### src/rtl/fetch_unit_pkg.sv
// Shared types and constants for the instruction fetch stage.
`timescale 1ns/1ps
package fetch_unit_pkg;

  typedef enum logic [1:0] {
    ST_BOOT  = 2'd0,
    ST_FETCH = 2'd1,
    ST_HOLD  = 2'd2
  } fetch_state_e;

  localparam logic [31:0] NOP_INSTR = 32'h0000_0000;
  localparam logic [31:0] PC_STEP   = 32'd4;

  function automatic logic [31:0] word_align(input logic [31:0] addr);
    return {addr[31:2], 2'b00};
  endfunction

endpackage

### src/rtl/fetch_unit_if_id.sv
// IF/ID pipeline register: squash beats hold, hold beats load.
`timescale 1ns/1ps
module if_id_reg
  import fetch_unit_pkg::*;
(
  input  logic        clk,
  input  logic        rst,
  input  logic        load,
  input  logic        hold,
  input  logic        squash,
  input  logic [31:0] instr_in,
  input  logic [31:0] pc4_in,
  output logic        valid,
  output logic [31:0] instr,
  output logic [31:0] pc4
);

  logic        valid_q, valid_d;
  logic [31:0] instr_q, instr_d;
  logic [31:0] pc4_q, pc4_d;

  always_comb begin
    valid_d = valid_q;
    instr_d = instr_q;
    pc4_d   = pc4_q;
    if (squash) begin
      valid_d = 1'b0;
      instr_d = NOP_INSTR;
    end else if (!hold && load) begin
      valid_d = 1'b1;
      instr_d = instr_in;
      pc4_d   = pc4_in;
    end
  end

  always_ff @(posedge clk) begin
    if (rst) begin
      valid_q <= 1'b0;
      instr_q <= NOP_INSTR;
      pc4_q   <= 32'h0000_0000;
    end else begin
      valid_q <= valid_d;
      instr_q <= instr_d;
      pc4_q   <= pc4_d;
    end
  end

  assign valid = valid_q;
  assign instr = instr_q;
  assign pc4   = pc4_q;

endmodule

### src/rtl/fetch_unit.sv
// Instruction fetch stage: PC, BOOT/FETCH/HOLD sequencing and IF/ID register.
// Optional macro FETCH_ALIGN_CHECK_EN enables the sticky misaligned-redirect flag.
`timescale 1ns/1ps
module fetch_unit
  import fetch_unit_pkg::*;
#(
  parameter logic [31:0] RESET_PC = 32'h0000_0000
) (
  input  logic        clk,
  input  logic        rst,
  output logic        imem_req,
  output logic [31:0] imem_addr,
  input  logic        imem_ready,
  input  logic [31:0] imem_rdata,
  input  logic        stall,
  input  logic        redirect,
  input  logic [31:0] redirect_pc,
  output logic        if_id_valid,
  output logic [31:0] if_id_instr,
  output logic [31:0] if_id_pc4,
  output logic [5:0]  opcode,
  output logic [5:0]  func,
  output logic        fetch_misalign
);

  fetch_state_e state_q, state_d;
  logic [31:0]  pc_q, pc_d;
  logic [31:0]  hold_instr_q, hold_instr_d;

  logic         ifid_load;
  logic         ifid_squash;
  logic [31:0]  ifid_instr_in;
  logic [31:0]  ifid_pc4_in;

  always_comb begin
    state_d       = state_q;
    pc_d          = pc_q;
    hold_instr_d  = hold_instr_q;
    ifid_load     = 1'b0;
    ifid_squash   = 1'b0;
    ifid_instr_in = imem_rdata;
    ifid_pc4_in   = pc_q + PC_STEP;

    if (redirect) begin
      pc_d         = word_align(redirect_pc);
      ifid_squash  = 1'b1;
      hold_instr_d = NOP_INSTR;
      state_d      = (state_q == ST_BOOT) ? ST_BOOT : ST_FETCH;
    end else begin
      case (state_q)
        ST_BOOT: state_d = ST_FETCH;
        ST_FETCH: begin
          if (imem_ready) begin
            pc_d = pc_q + PC_STEP;
            if (stall) begin
              hold_instr_d = imem_rdata;
              state_d      = ST_HOLD;
            end else begin
              ifid_load = 1'b1;
            end
          end else if (!stall) begin
            // No word this cycle: present a bubble so the decoder never sees a repeat.
            ifid_squash = 1'b1;
          end
        end
        ST_HOLD: begin
          if (!stall) begin
            ifid_load     = 1'b1;
            ifid_instr_in = hold_instr_q;
            ifid_pc4_in   = pc_q;
            state_d       = ST_FETCH;
          end
        end
        default: state_d = ST_BOOT;
      endcase
    end
  end

  always_ff @(posedge clk) begin
    if (rst) begin
      state_q      <= ST_BOOT;
      pc_q         <= RESET_PC;
      hold_instr_q <= NOP_INSTR;
    end else begin
      state_q      <= state_d;
      pc_q         <= pc_d;
      hold_instr_q <= hold_instr_d;
    end
  end

`ifdef FETCH_ALIGN_CHECK_EN
  logic misalign_q, misalign_d;

  always_comb begin
    misalign_d = misalign_q;
    if (redirect && (redirect_pc[1:0] != 2'b00)) begin
      misalign_d = 1'b1;
    end
  end

  always_ff @(posedge clk) begin
    if (rst) begin
      misalign_q <= 1'b0;
    end else begin
      misalign_q <= misalign_d;
    end
  end

  assign fetch_misalign = misalign_q;
`else
  logic unused_target_low_bits;
  assign unused_target_low_bits = ^redirect_pc[1:0];
  assign fetch_misalign         = 1'b0;
`endif

  if_id_reg u_if_id (
    .clk      (clk),
    .rst      (rst),
    .load     (ifid_load),
    .hold     (stall),
    .squash   (ifid_squash),
    .instr_in (ifid_instr_in),
    .pc4_in   (ifid_pc4_in),
    .valid    (if_id_valid),
    .instr    (if_id_instr),
    .pc4      (if_id_pc4)
  );

  assign imem_req  = (state_q == ST_FETCH) && !rst;
  assign imem_addr = pc_q;
  assign opcode    = if_id_valid ? if_id_instr[31:26] : 6'd0;
  assign func      = if_id_valid ? if_id_instr[5:0]   : 6'd0;

endmodule

### config.mk
export PLATFORM = sky130hd
export DESIGN_NAME = fetch_unit
export DESIGN_NICKNAME = d
export VERILOG_FILES = /design/src/rtl/fetch_unit_pkg.sv /design/src/rtl/fetch_unit_if_id.sv /design/src/rtl/fetch_unit.sv
export SDC_FILE = /design/constraint.sdc
export NUM_CORES = 1
export LEC_CHECK = 0
export CAP_MARGIN = 15
export CORE_MARGIN = 3
export CORE_UTILIZATION = 50
export DETAILED_ROUTE_END_ITERATION = 10
export GPL_TIMING_DRIVEN = 0
export HOLD_SLACK_MARGIN = 0.12
export PLACE_DENSITY_LB_ADDON = 0.05
export SKIP_CTS_REPAIR_TIMING = 1
export SLEW_MARGIN = 40
export SYNTH_ARGS = -nofsm -noshare
export SYNTH_HDL_FRONTEND = slang
export SYNTH_SLANG_ARGS = --single-unit
### constraint.sdc
create_clock -name clk -period 3.95 [get_ports clk]
set_input_delay 0.9875 -clock clk [delete_from_list [all_inputs] [get_ports clk]]
set_output_delay 0.9875 -clock clk [all_outputs]
set_load 0.01 [all_outputs]
==> flow_summary.ini, run 1 <==
[floorplan]
dieArea_um2 = 13600
core_um2 = 11700
initial_core_util_pct = 52.3
die_width_um = 117
rows = 39
num_io_pins = 180
die_h_um = 117

[routing]
antenna_left = 0
wl_per_cell_um = 18.2
vias = 6494
route.final.wire_length_mm = 19.8
vias_per_cell = 5.95
firstDrtPassIters = 5
first_iter_violations = 551
drc = 0

[critical_path]
crit_path_start_kind = input pin
cp.required_ns = 2.96
worst-path-max-fanout = 10
critPathCaptureType = output pin
arrival_ns = 2.89
critical_path_class = input pin to output pin

[sta]
max_clock_freq_mhz = 258
worst_pin_slew_ns = 0.823
setup_viol = 0
hold_violations = 0
worst_clock_skew_ns = 0.00771
slew_headroom_pct = 45.0
hold_slack_ns = 0.455
period_share_pct = 98.1
fin_crit_ns = 3.87
tns_ns = 0
finalMaxSlewViolations = 0
grt_setup_unrepaired = no

[synth]
synthFlopType = dfxtp_1
synth_cell_types = 47
netlist_instances = 741
synth-edff-count = 0
synth.most_common_cell = dfxtp_1
postSynthAreaPerCell_um2 = 8.26
synth_seq_cells = 127
ys_async_sr_fraction_pct = 0
synth_area_um2 = 6120
ys_seq_area_share_pct = 41.5
synth_common_cells = 127 x dfxtp_1, 96 x nor2_1, 95 x nand2_1
yosysWarnings = 0
synth_area_leaders = dfxtp_1 42%, a211oi_1 7.0%, nor2_1 5.9%
yosysTopAreaCellShare_pct = 41.5
yosys.area.top_type = dfxtp_1

[cells_and_area]
finalInstanceArea_um2 = 8660
diodes = 0
final_core_util_pct = 73.9
drive_gt1_share_pct = 5.17
areaGrowthSynthToFinish_pct = 41.4
final_nets = 1010

[cts]
clk_latency_ns = 0.42
clock_sinks = 127
cts-root-buf = clkbuf_16
cts_buffers = 17
cts_max_level = 4
cts_tree = done
path_clk_slew_ns = 0.05
clockBufferDepth = 2

[global_route]
grt_max_degree = 17
antenna_found_initial = 0
track_usage_pct = 29.3
grt_pass1_vias = 6366
grt_pass1_wl_mm = 31.3
grt_overflow_total = 0

[power]
p_per_area_nw_per_um2 = 388
ir_drop_mv = 0.327
power_uw = 3360
p_leak_uw = 0.00300

[placed_design]
io_buffers = 172
place_congestion = 0.890
dp_hpwl_mm = 14.6
dpl_cell_area_um2 = 8040

[status]
status = complete, no violations

[run]
maxCapViolCount = 0

[min_path]
hold_class = flop to flop
## where the power goes
group          leakage (uW)  switching (uW)  internal [uW]
Clock              0.000296             569           1070
Combinational       0.00167             181            179
Sequential          0.00103            50.1           1320
## critical path, stage by stage
cell	delay [ns]
clkdlybuf4s50_1	0.55
clkbuf_1	0.41
clkbuf_2	0.32
nor2b_1	0.12
clkdlybuf4s50_1	0.49
## sequential cells by signal (all words and copies together), names as in the netlist
signal         flops
u_if_id.pc4       30
u_if_id.valid      1
state_q            2
u_if_id.instr     32
imem_addr         30
hold_instr_q      32
## cell usage in the layout (no fill, tap or decap), types with 18 or more instances in the layout
cell             synthesis  routed
mux2i_1                 32      32
dfxtp_1                127     127
or3_1                   18      18
o21ai_0                 18      18
clkdlybuf4s50_1          0     172
nor2_1                  96      96
a211oi_1                57      57
nand2_1                 95      95
clkbuf_1                46      47
a311oi_1                30      30
a21oi_1                 40      40
## final timing paths
kind	to	from	slack, ns	depth (start not counted)
setup / recovery	imem_req	rst	0.08	5
hold reg to reg	hold_instr_q[11]	hold_instr_q[11]	0.46	2
hold / removal	hold_instr_q[11]	hold_instr_q[11]	0.46	2
setup reg to reg	u_if_id.pc4[28]	state_q[0]	0.97	8
## routing by layer
layer	GRT usage [%]	vias to the layer above	wire length [um]
li1	-	3092	-
met1	35.4	2994	7710
met2	49.3	347	9830
met3	6.99	61	1720
met4	14.0	0	572
met5	0	-	0
## cells by family after synthesis
family          after synthesis  share of synthesized area, %
compound gates              168                          19.2
xor+xnor                     20                          2.86
fa+ha+maj                     5                          1.02
buf+inv                      75                          5.11
flops                       127                          41.5
mux                          33                          5.41
other cells                   1                        0.0612
simple gates                312                          24.8
## layout make-up
type / count / area (um^2)
Inverter: 8 / 30.0
Multi-Input combinational cell: 543 / 3290
Tap cell: 143 / 179
Buffer: 67 / 284
Sequential cell: 127 / 2540
Fill cell: 935 / 3050
Clock inverter: 11 / 164
Clock buffer: 20 / 447
Timing Repair Buffer: 172 / 1720
## metrics by stage
step	setup slack [ns]	std cells
floorplan	1.36	745
global placement	-0.0203	1060
detailed placement	-0.0273	1060
CTS	-0.0775	1091
global route	0.0151	1091
finish	0.0764	1091
Power figures use the tool's default switching activity.
==> inputs of run 2 (changes only) <==
--- a/config.mk
+++ b/config.mk
@@ -8,12 +8,13 @@
 export CAP_MARGIN = 15
 export CORE_MARGIN = 3
 export CORE_UTILIZATION = 50
+export CTS_CLUSTER_DIAMETER = 50
 export DETAILED_ROUTE_END_ITERATION = 10
 export GPL_TIMING_DRIVEN = 0
 export HOLD_SLACK_MARGIN = 0.12
 export PLACE_DENSITY_LB_ADDON = 0.05
 export SKIP_CTS_REPAIR_TIMING = 1
-export SLEW_MARGIN = 40
+export SLEW_MARGIN = 20
 export SYNTH_ARGS = -nofsm -noshare
 export SYNTH_HDL_FRONTEND = slang
 export SYNTH_SLANG_ARGS = --single-unit
==> flow_summary.ini, run 2 (synthesis gave the netlist of run 1 again) <==
[critical_path]
cpMostUsedCell = clkdlybuf4s50_1
crit_path_start_kind = input pin
critPathCaptureType = output pin
crit_chain = clkdlybuf4s50_1 -> clkbuf_1 -> clkbuf_2 -> nor2b_1 -> clkdlybuf4s50_1
cp.required_ns = 2.96
cp_slowest_stage_delay_ns = 0.55
reg2reg_depth = 8
crit_buf_inv = 4
arrival_ns = 2.91
cp.depth = 5
critical_path_class = input pin to output pin
slowest_stage = clkdlybuf4s50_1
critical-path-top-delay-family = buffers and inverters
worst-path-max-fanout = 10

[cts]
clock_sinks = 127
path_clk_slew_ns = 0.06
cts_buffers = 17
cts_max_level = 4
clk_latency_ns = 0.42
cts_tree = done
cts-root-buf = clkbuf_16
clockBufferDepth = 2

[status]
status = complete, no violations

[sta]
setup_viol = 0
period_share_pct = 98.6
grt_setup_unrepaired = no
worst_clock_skew_ns = 0.00730
tns_ns = 0
worst_pin_slew_ns = 0.840
hold_violations = 0
max_clock_freq_mhz = 257
finalMaxSlewViolations = 0
hold_slack_ns = 0.455
fin_crit_ns = 3.90
slew_headroom_pct = 43.9

[routing]
vias = 6511
route.final.wire_length_mm = 19.8
vias_per_cell = 5.97
wl_per_cell_um = 18.2
drc = 0
first_iter_violations = 596
firstDrtPassIters = 5
antenna_left = 0

[min_path]
hold_path_depth = 2
hold_class = flop to flop

[cells_and_area]
diodes = 0
areaGrowthSynthToFinish_pct = 41.3
instances_no_fill = 1091
drive_gt1_share_pct = 5.17
final_nets = 1010
final_core_util_pct = 73.9
final_common_cell = clkdlybuf4s50_1
layout_common_cells = 172 x clkdlybuf4s50_1, 127 x dfxtp_1, 96 x nor2_1, 95 x nand2_1, 57 x a211oi_1

[floorplan]
die_h_um = 117
core_um2 = 11700
rows = 39
die_width_um = 117
num_io_pins = 180
dieArea_um2 = 13600
initial_core_util_pct = 52.3

[placed_design]
io_buffers = 172
place_congestion = 0.890
dp_hpwl_mm = 14.6
dp_cells = 1060

[power]
ir_drop_mv = 0.327
clkPwrFrac_pct = 48.6
switching_power_uw = 801
power_frac_comb_pct = 10.7
p_per_area_nw_per_um2 = 389
internal_power_uw = 2560
p_leak_uw = 0.00299
seqPwrFrac_pct = 40.7
power_uw = 3360
p_sw_share_pct = 23.8

[global_route]
grt_max_degree = 17
grt_pass1_wl_mm = 31.3
antenna_found_initial = 0
grt_overflow_total = 0
grt_pass1_vias = 6366
track_usage_pct = 29.3

[run]
maxCapViolCount = 0
run 2: power by group through the flow:
stage / logic [uW] / registers (uW) / clock network, uW
3_3_place_gp: 347 / 1390 / 0
3_5_place_dp: 354 / 1390 / 0
4_1_cts: 357 / 1360 / 1650
2_1_floorplan: 159 / 1390 / 0
6_report: 360 / 1370 / 1640
5_1_grt: 389 / 1370 / 1710
run 2: metal layers:
metal	global-route usage, %	vias up	part of all wire [%]
met5	0	-	0
met4	14.0	0	3.1
met3	6.99	60	8.7
met2	49.3	344	50
met1	35.4	3019	39
li1	-	3088	-
run 2: worst reg2reg max path, cell delays in order, from the launching register on:
cell and delay (ns):
dfxtp_1 0.37, inv_1 0.08, ha_1 0.27, nor3b_1 0.55, and2_1 0.22, clkbuf_1 0.45
clkbuf_1 0.55, nor2_1 0.10, a311oi_1 0.26
run 2: through the flow:
step / instance area (um^2) / worst slack (ns)
finish: 8650 / 0.0545
global route: 8650 / 0.0151
CTS: 8650 / -0.0775
detailed placement: 8040 / -0.0273
global placement: 8040 / -0.0203
floorplan: 6140 / 1.36
run 2: path summary, 6_finish.rpt:
path                    start          endpoint  slack (ns)
max                       rst          imem_req        0.05
min          hold_instr_q[11]  hold_instr_q[11]        0.46
max reg2reg        state_q[0]   u_if_id.pc4[28]        1.00
min reg2reg  hold_instr_q[11]  hold_instr_q[11]        0.46
run 2: area by class of cell:
class / count / area (um^2)
Clock inverter: 11 / 164
Multi-Input combinational cell: 543 / 3280
Fill cell: 936 / 3060
Inverter: 8 / 30.0
Clock buffer: 20 / 447
Buffer: 67 / 284
Tap cell: 143 / 179
Timing Repair Buffer: 172 / 1720
Sequential cell: 127 / 2540
